`src/rtl/operand_sel_pipe_pkg.sv`:
```
// Shared definitions for the operand selector: word width, source indices and
// the state encoding of the two-entry output buffer.
package operand_sel_pipe_pkg;

  localparam int WORD_W = 16;

  localparam int SRC_REG     = 0;
  localparam int SRC_IMM     = 1;
  localparam int SRC_FWD_EX  = 2;
  localparam int SRC_FWD_MEM = 3;

  typedef enum logic [1:0] {
    ST_EMPTY = 2'd0,
    ST_ONE   = 2'd1,
    ST_FULL  = 2'd2
  } state_t;

endpackage

```
`src/rtl/skid_buf2.sv`:
```
// Two-entry skid buffer: a head register drives the outputs, a skid register
// catches the one transfer accepted while the head is stalled.
module skid_buf2
  import operand_sel_pipe_pkg::*;
#(
  parameter int W = 17
) (
  input  logic         clk,
  input  logic         rst,
  input  logic         flush,
  input  logic [W-1:0] in_data,
  input  logic         in_valid,
  output logic         in_ready,
  output logic [W-1:0] out_data,
  output logic         out_valid,
  input  logic         out_ready
);

  state_t       state_p1;
  state_t       state_nxt;
  logic [W-1:0] head_p1;
  logic [W-1:0] skid_p1;
  logic         push;
  logic         pop;
  logic         load_head_in;
  logic         load_head_skid;
  logic         load_skid;

  assign push = in_valid & in_ready;
  assign pop  = out_valid & out_ready;

  always_ff @(posedge clk) begin
    if (rst || flush) state_p1 <= ST_EMPTY;
    else              state_p1 <= state_nxt;
  end

  always_comb begin
    state_nxt      = state_p1;
    load_head_in   = 1'b0;
    load_head_skid = 1'b0;
    load_skid      = 1'b0;
    case (state_p1)
      ST_EMPTY: begin
        if (push) begin
          state_nxt    = ST_ONE;
          load_head_in = 1'b1;
        end
      end
      ST_ONE: begin
        if (push && pop) begin
          load_head_in = 1'b1;
        end else if (push) begin
          state_nxt = ST_FULL;
          load_skid = 1'b1;
        end else if (pop) begin
          state_nxt = ST_EMPTY;
        end
      end
      ST_FULL: begin
        if (pop) begin
          state_nxt      = ST_ONE;
          load_head_skid = 1'b1;
        end
      end
      // The unused encoding drains to EMPTY rather than locking up.
      default: state_nxt = ST_EMPTY;
    endcase
  end

  // Stage p1: entry storage, cleared on reset and flush so nothing stale re-emerges.
  always_ff @(posedge clk) begin
    if (rst || flush) begin
      head_p1 <= '0;
      skid_p1 <= '0;
    end else begin
      if (load_head_in)        head_p1 <= in_data;
      else if (load_head_skid) head_p1 <= skid_p1;
      if (load_skid)           skid_p1 <= in_data;
    end
  end

  always_comb begin
    in_ready  = (state_p1 != ST_FULL);
    out_valid = (state_p1 != ST_EMPTY);
    out_data  = head_p1;
  end

endmodule

```
`src/rtl/operand_sel_pipe.sv`:
```
// N-way operand selector between decode and execute: indexed source pick plus
// range check, registered through a two-entry skid buffer toward the ALU.
module operand_sel_pipe
  import operand_sel_pipe_pkg::*;
#(
  parameter  int WIDTH  = WORD_W,
  parameter  int NUM_IN = 4,
  localparam int SEL_W  = $clog2(NUM_IN)
) (
  input  logic                    clk,
  input  logic                    rst,
  input  logic [NUM_IN*WIDTH-1:0] in_data,
  input  logic [SEL_W-1:0]        in_sel,
  input  logic                    in_valid,
  output logic                    in_ready,
  input  logic                    flush,
  output logic [WIDTH-1:0]        out_data,
  output logic                    out_err,
  output logic                    out_valid,
  input  logic                    out_ready
);

  // Returns {err, data}; an index matching no source yields err=1 with zero data.
  function automatic logic [WIDTH:0] select_operand(
    input logic [NUM_IN*WIDTH-1:0] srcs,
    input logic [SEL_W-1:0]        sel
  );
    logic [WIDTH:0] res;
    res = {1'b1, {WIDTH{1'b0}}};
    for (int k = 0; k < NUM_IN; k++) begin
      if (int'(sel) == k) res = {1'b0, srcs[k*WIDTH +: WIDTH]};
    end
    return res;
  endfunction

  logic [WIDTH:0] cand_p0;
  logic [WIDTH:0] head_p1;

  // Stage p0: combinational select of the incoming transfer.
  assign cand_p0 = select_operand(in_data, in_sel);

  skid_buf2 #(
    .W(WIDTH + 1)
  ) u_skid (
    .clk      (clk),
    .rst      (rst),
    .flush    (flush),
    .in_data  (cand_p0),
    .in_valid (in_valid),
    .in_ready (in_ready),
    .out_data (head_p1),
    .out_valid(out_valid),
    .out_ready(out_ready)
  );

  assign out_err  = head_p1[WIDTH];
  assign out_data = head_p1[WIDTH-1:0];

endmodule

```
`config.mk`:
```
export PLATFORM = sky130hd
export DESIGN_NAME = operand_sel_pipe
export DESIGN_NICKNAME = d
export VERILOG_FILES = /design/src/rtl/operand_sel_pipe_pkg.sv /design/src/rtl/skid_buf2.sv /design/src/rtl/operand_sel_pipe.sv
export SDC_FILE = /design/constraint.sdc
export NUM_CORES = 1
export LEC_CHECK = 0
export CAP_MARGIN = 20
export CORE_MARGIN = 2
export CORE_UTILIZATION = 46
export DETAILED_ROUTE_END_ITERATION = 10
export PLACE_DENSITY_LB_ADDON = 0.15
export REMOVE_ABC_BUFFERS = 1
export SLEW_MARGIN = 20
export SYNTH_ARGS = -nofsm -noshare
export SYNTH_HDL_FRONTEND = slang
export SYNTH_SLANG_ARGS = --single-unit
```
`constraint.sdc`:
```
create_clock -name clk -period 3.6 [get_ports clk]
set_clock_uncertainty 0.05 [all_clocks]
set_input_delay 0.54 -clock clk [delete_from_list [all_inputs] [get_ports clk]]
set_output_delay 0.54 -clock clk [all_outputs]
set_load 0.05 [all_outputs]
```
==> impl_results.rst <==
.. list-table::
   :header-rows: 1

   * - Metric
     - Value
   * - CTS Sinks
     - 36
   * - Number of global-route vias before repair
     - 1,957
   * - Critical path startpoint category
     - flop
   * - Total Wirelength
     - roughly 5300 microns
   * - Number of nets with antenna violations after detailed routing
     - 0
   * - Total of fill cells in the finished design
     - 353
   * - Status
     - complete, no violations
   * - Post-DP HPWL
     - around 3700 microns
   * - Critical Path Sink Type
     - output pin
   * - Number of max-cap violations
     - 0
   * - Share of synthesized cell area in full adder, half adder and majority cells
     - 0%
   * - Post-CTS setup-driven buffer insertion count
     - 0
   * - Area of the mapped netlist
     - between 0.002 and 0.0025 sq mm
   * - Max Freq
     - approximately 370 MHz
   * - Required time of the worst setup path
     - 3.01 ns
   * - Worst rel slew slack
     - 49.7%
   * - Core outline area
     - 0.00438 sq mm
   * - Final period util
     - 74.6%
   * - 1st-pass router iterations
     - 4
   * - Slew Limit Fails
     - 0
   * - # diodes
     - 0
   * - Synthesized area divided by synthesized cell count
     - 9.87 sq um
   * - Synth Area in XOR/XNOR
     - 0%
   * - Die boundary height
     - 71.6 microns
   * - Proportion of synthesized area in mux cells
     - 18.3%
   * - Number of enable flip-flop cells after synthesis
     - 0
   * - Ys Warns
     - 0
   * - Total of buffers placed on input and output ports
     - just under 90
   * - Area of all placed cells without fillers
     - 0.00305 sq mm
   * - Maximum level of the CTS H-tree
     - 2
   * - Global-route total usage across every layer
     - about 22%
   * - Area added between synthesis and finish
     - 45.0%
   * - TritonCTS clock tree
     - built
   * - Antenna violations before repair
     - 0
   * - First-pass GRT wire length
     - 9030 microns
   * - Number of cells produced by synthesis
     - 213
   * - Die extent in x
     - around 72 microns
   * - Leak pwr
     - 0.979 nW
   * - Total CTS buffers
     - 5
   * - Initial Util
     - 48.0%
   * - Path category of the worst min-delay check
     - reg2reg
   * - Bufs on Longest Clock Path
     - 2
   * - CP Class
     - reg2out
   * - Min Clock Period, post-route
     - 2.69 ns
   * - Sum of negative setup slack
     - 0 ns
   * - Power density relative to cell area
     - approximately 320 mW/mm^2
   * - Tot Pwr
     - 0.981 mW
   * - Per-cell via count in the routed design
     - 5.87
   * - Layout Nets
     - 359
   * - Fraction of registers with async set/reset
     - 0%
   * - Dpl cell area
     - 0.00295 sq mm
   * - Critical path peak fanout
     - 19
   * - Number of placement rows
     - 24
   * - Maximum resistive drop on vdd
     - 0.000192 V
   * - Clock transition time at the flip-flop clock pins of the worst setup and hold paths
     - 0.07 ns
   * - Total Die Area
     - 0.00513 sq mm
   * - Worst Tran Pin Value
     - approximately 0.75 ns
   * - Total via count in the routed design
     - 1,996
   * - #FFs+latches synth
     - 36
   * - GRT overflow
     - 0
   * - Pin count of the biggest net entering global routing
     - 37
   * - Post-Route Utilization
     - 69.6%
   * - Fraction of layout instances using a drive strength above 1
     - 15.3%
   * - Routed wirelength normalized by instance count
     - 15.7 microns
   * - Dominant combinational cell family by area after synthesis
     - compound AO/OA/AOI/OAI gates
   * - Most common flop cell mapped by yosys
     - sky130_fd_sc_hd__dfxtp_1
   * - CTS Root Cell
     - sky130_fd_sc_hd__clkbuf_8
   * - Worst hold slack after final layout
     - just over 0.4 ns
   * - Number of design rule violations left after detail routing
     - 0
   * - Count of endpoints failing hold in the final timing report
     - 0
   * - # IOs
     - 90
   * - Sequential share of the synthesized area
     - 34.3%
   * - Unrepaired setup endpoints after global routing
     - false
   * - CTS-repair resized insts
     - 0
   * - Distinct cell type count after synthesis
     - 31
   * - Simple-gate share of the synthesized area
     - 14.6%
   * - Iteration-0 DRC Markers
     - 82
   * - Clock latency at the later pin of the worst-skew pair
     - 0.28 ns
   * - Gp weighted congestion
     - between 0.7 and 0.8
   * - Synth Area in Compound Gates
     - 25.9%
   * - Count of hold buffers inserted by post-cts repair
     - 0
   * - Count of final setup violators
     - 0
   * - Arrival time worst endpoint
     - 2.10 ns
-- area by class of cell --
class	count	area (sq um)	area share [%]
clock buffer	7	96.3	3.16
inverter	1	3.75	0.123
timing repair buffer	93	921	30.2
tap	52	65.1	2.13
multi-input combinational	151	1240	40.8
sequential	36	721	23.6
-- cell usage after synthesis, types with 2 or more instances --
cell type / count / area [sq um]
sky130_fd_sc_hd__a211oi_1: 18 / 135
sky130_fd_sc_hd__a21oi_1: 17 / 85.1
sky130_fd_sc_hd__a311oi_1: 3 / 26.3
sky130_fd_sc_hd__a311oi_2: 13 / 195
sky130_fd_sc_hd__buf_2: 13 / 65.1
sky130_fd_sc_hd__buf_6: 2 / 22.5
sky130_fd_sc_hd__clkbuf_1: 7 / 26.3
sky130_fd_sc_hd__dfxtp_1: 36 / 721
sky130_fd_sc_hd__mux4_2: 16 / 360
sky130_fd_sc_hd__nand2_1: 36 / 135
sky130_fd_sc_hd__nand2b_1: 2 / 12.5
sky130_fd_sc_hd__nand3_1: 16 / 80.1
sky130_fd_sc_hd__o21ai_0: 16 / 80.1
-- worst max-delay path, cell delays in order (launching register included) --
cell                              delay (ns)
sky130_fd_sc_hd__dfxtp_1                0.47
sky130_fd_sc_hd__inv_1                  0.36
sky130_fd_sc_hd__nand2_1                0.18
sky130_fd_sc_hd__clkdlybuf4s50_1        0.81
-- registers in the layout (all words and copies together), names as in the netlist --
signal,flops
u_skid.out_data,17
u_skid.skid_p1,17
u_skid.state_p1,2
-- per-stage QoR --
step	setup WS, ns	instances
2_1_floorplan	1.39	188
3_3_place_gp	1.10	333
3_5_place_dp	1.09	333
4_1_cts	0.947	340
5_1_grt	0.796	340
6_report	0.913	340
-- logic make-up (layout without fill, tap and decap cells) --
family                 after synthesis  after routing
AO/OA/AOI/OAI                       69             69
AND/OR/NAND/NOR                     64             64
flip-flops                          36             36
buffers and inverters               26            101
multiplexers                        18             18
-- layout by cell type, fill, tap and decap left out, types with 7 or more instances in the layout --
cell type / count
sky130_fd_sc_hd__clkdlybuf4s50_1: 89
sky130_fd_sc_hd__clkbuf_8: 7
sky130_fd_sc_hd__o21ai_0: 16
sky130_fd_sc_hd__nand3_1: 16
sky130_fd_sc_hd__mux4_2: 16
sky130_fd_sc_hd__a211oi_1: 18
sky130_fd_sc_hd__a21oi_1: 17
sky130_fd_sc_hd__dfxtp_1: 36
sky130_fd_sc_hd__a311oi_2: 13
sky130_fd_sc_hd__nand2_1: 36
-- power breakdown --
part	internal (mW)	switching [mW]	leakage (nW)	total (mW)
clock network	0.170	0.132	0.0503	0.303
logic	0.140	0.122	0.636	0.262
registers	0.409	0.00710	0.292	0.416
-- worst paths after layout --
path | start | end | slack (ns) | cells after the start
max reg2reg | u_skid.state_p1[1] | u_skid.out_data[14] | 1.82 | 3
min reg2reg | u_skid.skid_p1[1] | u_skid.skid_p1[1] | 0.41 | 2
min | u_skid.skid_p1[1] | u_skid.skid_p1[1] | 0.41 | 2
max | u_skid.state_p1[0] | in_ready | 0.91 | 3
-- metal layers --
| metal | track usage, % | wire, microns | up-vias |
|---|---|---|---|
| met3 | 3.52 | 248 | 4 |
| met1 | 27.0 | 2190 | 967 |
| met2 | 39.9 | 2850 | 66 |
| met4 | 7.13 | 57 | 0 |
| met5 | 0 | 0 | - |
| li1 | - | - | 959 |
No activity file was read; power rests on OpenSTA's default activity.
==> RTL change 1: new RTL, same flow settings <==
The parameter `NUM_IN` goes from 4 to 2.
--- a/src/rtl/operand_sel_pipe.sv
+++ b/src/rtl/operand_sel_pipe.sv
@@ -5,5 +5,5 @@
 #(
   parameter  int WIDTH  = WORD_W,
-  parameter  int NUM_IN = 4,
+  parameter  int NUM_IN = 2,
   localparam int SEL_W  = $clog2(NUM_IN)
 ) (
Ports: changed (resized in_data and in_sel); port bits go from 90 to 57. The function was not compared with the original's and may differ.
==> RTL change 1 against the unedited design <==
- wire length down 28%
- first-iteration DRC count down 39%
- non-clock buffer count down 36
- sequential power down 6.2%
- sequential cell count down 2
- critical path depth up 2
- synthesized area down 25%
- cell area down 29%
- total power down 21%
- setup slack better by 0.30 ns
- critical path type is now in -> reg
- largest cell class unchanged
- largest power group unchanged
- highest routed layer unchanged
==> RTL change 1: results <==
metrics = {
    "cts": {
        "insertion_delay_ns": 0.34,
        "clk_pin_slew_ns": 0.11,
        "root_buffer": "clkbuf_4",
    },
    "sta": {
        "holdWs_ns": 0.4130,
        "setup_slack_ns": 1.214,
        "slew-limit-headroom_pct": 54.08,
    },
    "grt": {
        "grtUsageMet1_pct": 24.43,
        "grtUsageTotal_pct": 20.53,
        "use_met2_pct": 33.33,
        "grt_first_pass_wirelength_um": 6444,
    },
    "finish": {
        "drive_gt1_share_pct": 8.182,
    },
    "critical_path": {
        "r2r_cells": 4,
        "endpoint_kind": "flop",
        "reg2reg_slack_ns": 1.48,
        "critPathSlowestCell": "nor3_2",
        "arrival_ns": 2.63,
        "crit_start": "out_ready",
        "crit_family": "simple AND/OR/NAND/NOR gates",
    },
    "detailed_routing": {
        "vias": 1484,
    },
    "pwr": {
        "p_int_w": 0.0005539,
    },
    "hold_path": {
        "min_to": "u_skid.out_data[8]",
        "hp-start": "u_skid.out_data[8]",
    },
    "placed_design": {
        "place.gp.congestion": 0.7883,
        "io_buffers": 55,
        "detailed_place_hpwl_um": 2816,
    },
    "run_status": {
        "status": "finished clean",
    },
    "synthesis": {
        "ys_seq_area_share_pct": 42.90,
        "synth.area.top_cells": "dfxtp_1 43%, mux2i_1 11%, a21oi_1 10%, a211oi_1 7.6%, a22o_1 6.1%",
    },
}
[RTL change 1: cell type report]
type	instances	area, um^2
tap	46	57.56
clock buffer	6	51.30
multi-input combinational	121	800.8
clock inverter	2	12.51
timing repair buffer	57	565.5
sequential	34	680.7
fill	287	1169
[RTL change 1: power by group through the flow]
stage               sequential [W]  clock, W  combinational (W)
floorplan                 0.000418         0          0.0000633
global placement          0.000398         0           0.000155
detailed placement        0.000398         0           0.000158
CTS                       0.000390  0.000229           0.000159
global route              0.000391  0.000247           0.000170
finish                    0.000390  0.000226           0.000159
[RTL change 1: tightest hold or removal path: cells and delay by family (launching register included)]
family,cells,cell delay [ns]
compound gates,1,0.05
flops,1,0.32
simple gates,1,0.05
[RTL change 1: cells by family (layout without fill, tap and decap cells)]
logic type	count (synthesis)	after routing	share of synthesized area (%)
AOI/OAI and AO/OA	63	63	26.03
muxes	17	17	10.73
DFF	34	34	42.90
and+or+nand+nor	40	40	13.49
buffers and inverters	16	65	6.625
other	1	1	0.2364
==> RTL change 2: new RTL, same flow settings <==
Without the edit above. Register the output `out_err`; this adds one clock of latency there. The other outputs are not delayed to match.
--- a/src/rtl/operand_sel_pipe.sv
+++ b/src/rtl/operand_sel_pipe.sv
@@ -54,5 +54,7 @@
   );
 
-  assign out_err  = head_p1[WIDTH];
+  always_ff @(posedge clk) begin
+      out_err <= head_p1[WIDTH];
+  end
   assign out_data = head_p1[WIDTH-1:0];
 
Check against the original RTL: same outputs for any inputs over 10 cycles, from zero or initial values; that may be too few to reach the edited logic, so the function may still have changed.
==> RTL change 2 against the unedited design <==
- synthesized cell count rose by 8.0%
- sequential cell count up 1
- wire length is 0.84% higher
- combinational power about the same
- sequential power grew 3%
- die area is 6.3% higher
- via count down 0.40%
- setup slack worse by 0.012 ns
- cell area grew 0.94%
- first-iteration DRC count up 76%
- total power barely moved
- synthesized area is 6.7% higher
- critical path depth is the same
- highest routed layer unchanged
==> RTL change 2: results <==
metrics = {
    "placed_design": {
        "place_ws_ns": 1.056,
        "io_buffers": 89,
        "place.gp.congestion": 0.7443,
        "dpl.cell_count": 349,
        "detailed_place_hpwl_um": 3698,
    },
    "sta": {
        "slew-limit-headroom_pct": 50.16,
        "holdWs_ns": 0.3073,
    },
    "synthesis": {
        "synth_async_sr_flop_share_pct": 0,
        "ys_top_cells_by_count": "37 x dfxtp_1, 36 x nand2_1, 18 x a211oi_1",
        "yosys.cell_types.count": 31,
        "ys_seq_area_share_pct": 33.02,
        "syn_avg_cell_area_um2": 9.754,
        "synth.area.top_cells": "dfxtp_1 33%, mux4_2 16%, a311oi_2 8.7%, a211oi_1 6.0%, nand2_1 6.0%",
        "yosys_warnings": 0,
    },
    "critical_path": {
        "r2r-end": "u_skid.out_data[4]",
        "r2r-start": "u_skid.state_p1[1]",
        "reg2reg_slack_ns": 1.81,
        "path_max_fanout": 19,
        "r2r_cells": 3,
    },
    "pwr": {
        "p_sw_share_pct": 27.43,
        "ir_drop_v": 0.0001476,
        "p_leak_nw": 0.9808,
    },
    "hold_path": {
        "hold_class": "reg -> reg",
        "min_to": "out_err",
        "whs_path_depth": 0,
        "hp-start": "u_skid.out_data[16]",
    },
    "cts": {
        "clockBufferDepth": 2,
        "cts_resized": 0,
        "clk_pin_slew_ns": 0.07,
        "h-tree-depth": 2,
        "insertion_delay_ns": 0.29,
        "root_buffer": "clkbuf_8",
        "postCtsSetupRepairBufs": 0,
        "cts_buffers": 5,
    },
    "run_status": {
        "status": "finished clean",
    },
    "detailed_routing": {
        "firstDrtPassIters": 4,
        "vias": 1988,
        "wl_per_cell_um": 15.14,
        "drt_iter0_drc": 144,
        "wl_um": 5391,
    },
    "grt": {
        "grtUsageTotal_pct": 22.10,
        "grt_first_pass_wirelength_um": 9273,
        "antenna_found_initial": 0,
    },
    "finish": {
        "n_antenna_cell": 0,
        "nFillCells": 399,
        "drive_gt1_share_pct": 14.88,
    },
}
[RTL change 2: changes by cell type after synthesis]
| cell | change |
|---|---|
| dfxtp_1 | +1 |
| buf_4 | +16 |
[RTL change 2: logic make-up after synthesis]
kind of cell | count (synthesis) | share of synthesized area, %
compound gates | 69 | 24.26
flops | 37 | 33.02
simple gates | 64 | 13.72
mux | 18 | 17.18
buf+inv | 42 | 11.82
[RTL change 2: area by class of cell]
| type | count | share of cell area (%) |
|---|---|---|
| clock buffer | 7 | 2.804 |
| inverter | 1 | 0.1219 |
| multi-input combinational | 151 | 40.39 |
| sequential | 37 | 24.06 |
| tap | 67 | 2.722 |
| timing repair buffer | 93 | 29.91 |
[RTL change 2: worst max-delay path by stage]
stage                                  start             endpoint  slack, ns  cells past startpoint
after global placement             out_ready  u_skid.out_data[14]       1.08                      4
after detailed placement           out_ready   u_skid.out_data[2]       1.06                      4
after CTS                 u_skid.state_p1[0]             in_ready       0.90                      3
after global routing      u_skid.state_p1[0]             in_ready       0.77                      3
after floorplan                     in_valid    u_skid.skid_p1[6]       1.39                      3
final                     u_skid.state_p1[0]             in_ready       0.90                      3
[RTL change 2: per-stage QoR]
stage               instance area [um^2]  power [W]
global route                        3079   0.001024
finish                              3079  0.0009812
detailed placement                  2993  0.0007011
CTS                                 3079  0.0009873
global placement                    2993  0.0006991
floorplan                           1982  0.0005721
[RTL change 2: power by group through the flow]
stage | registers (W) | clock network [W] | logic (W)
3_5_place_dp | 0.000436 | 0 | 0.000265
2_1_floorplan | 0.000467 | 0 | 0.000105
5_1_grt | 0.000428 | 0.000313 | 0.000282
6_report | 0.000427 | 0.000291 | 0.000263
3_3_place_gp | 0.000436 | 0 | 0.000263
4_1_cts | 0.000427 | 0.000295 | 0.000265
[RTL change 2: critical path, cell delays in order, from the launching register on]
cell             delay (ns)
dfxtp_1                0.46
inv_1                  0.36
nand2_1                0.18
clkdlybuf4s50_1        0.82
[RTL change 2: per-layer routing]
layer  GRT usage [%]  vias to the layer above  routed length [um]
li1                -                      965                   -
met2           38.39                       68                2891
met3           4.664                        6                 258
met5               0                        -                   0
met1           27.52                      949                2183
met4           6.263                        0                  58
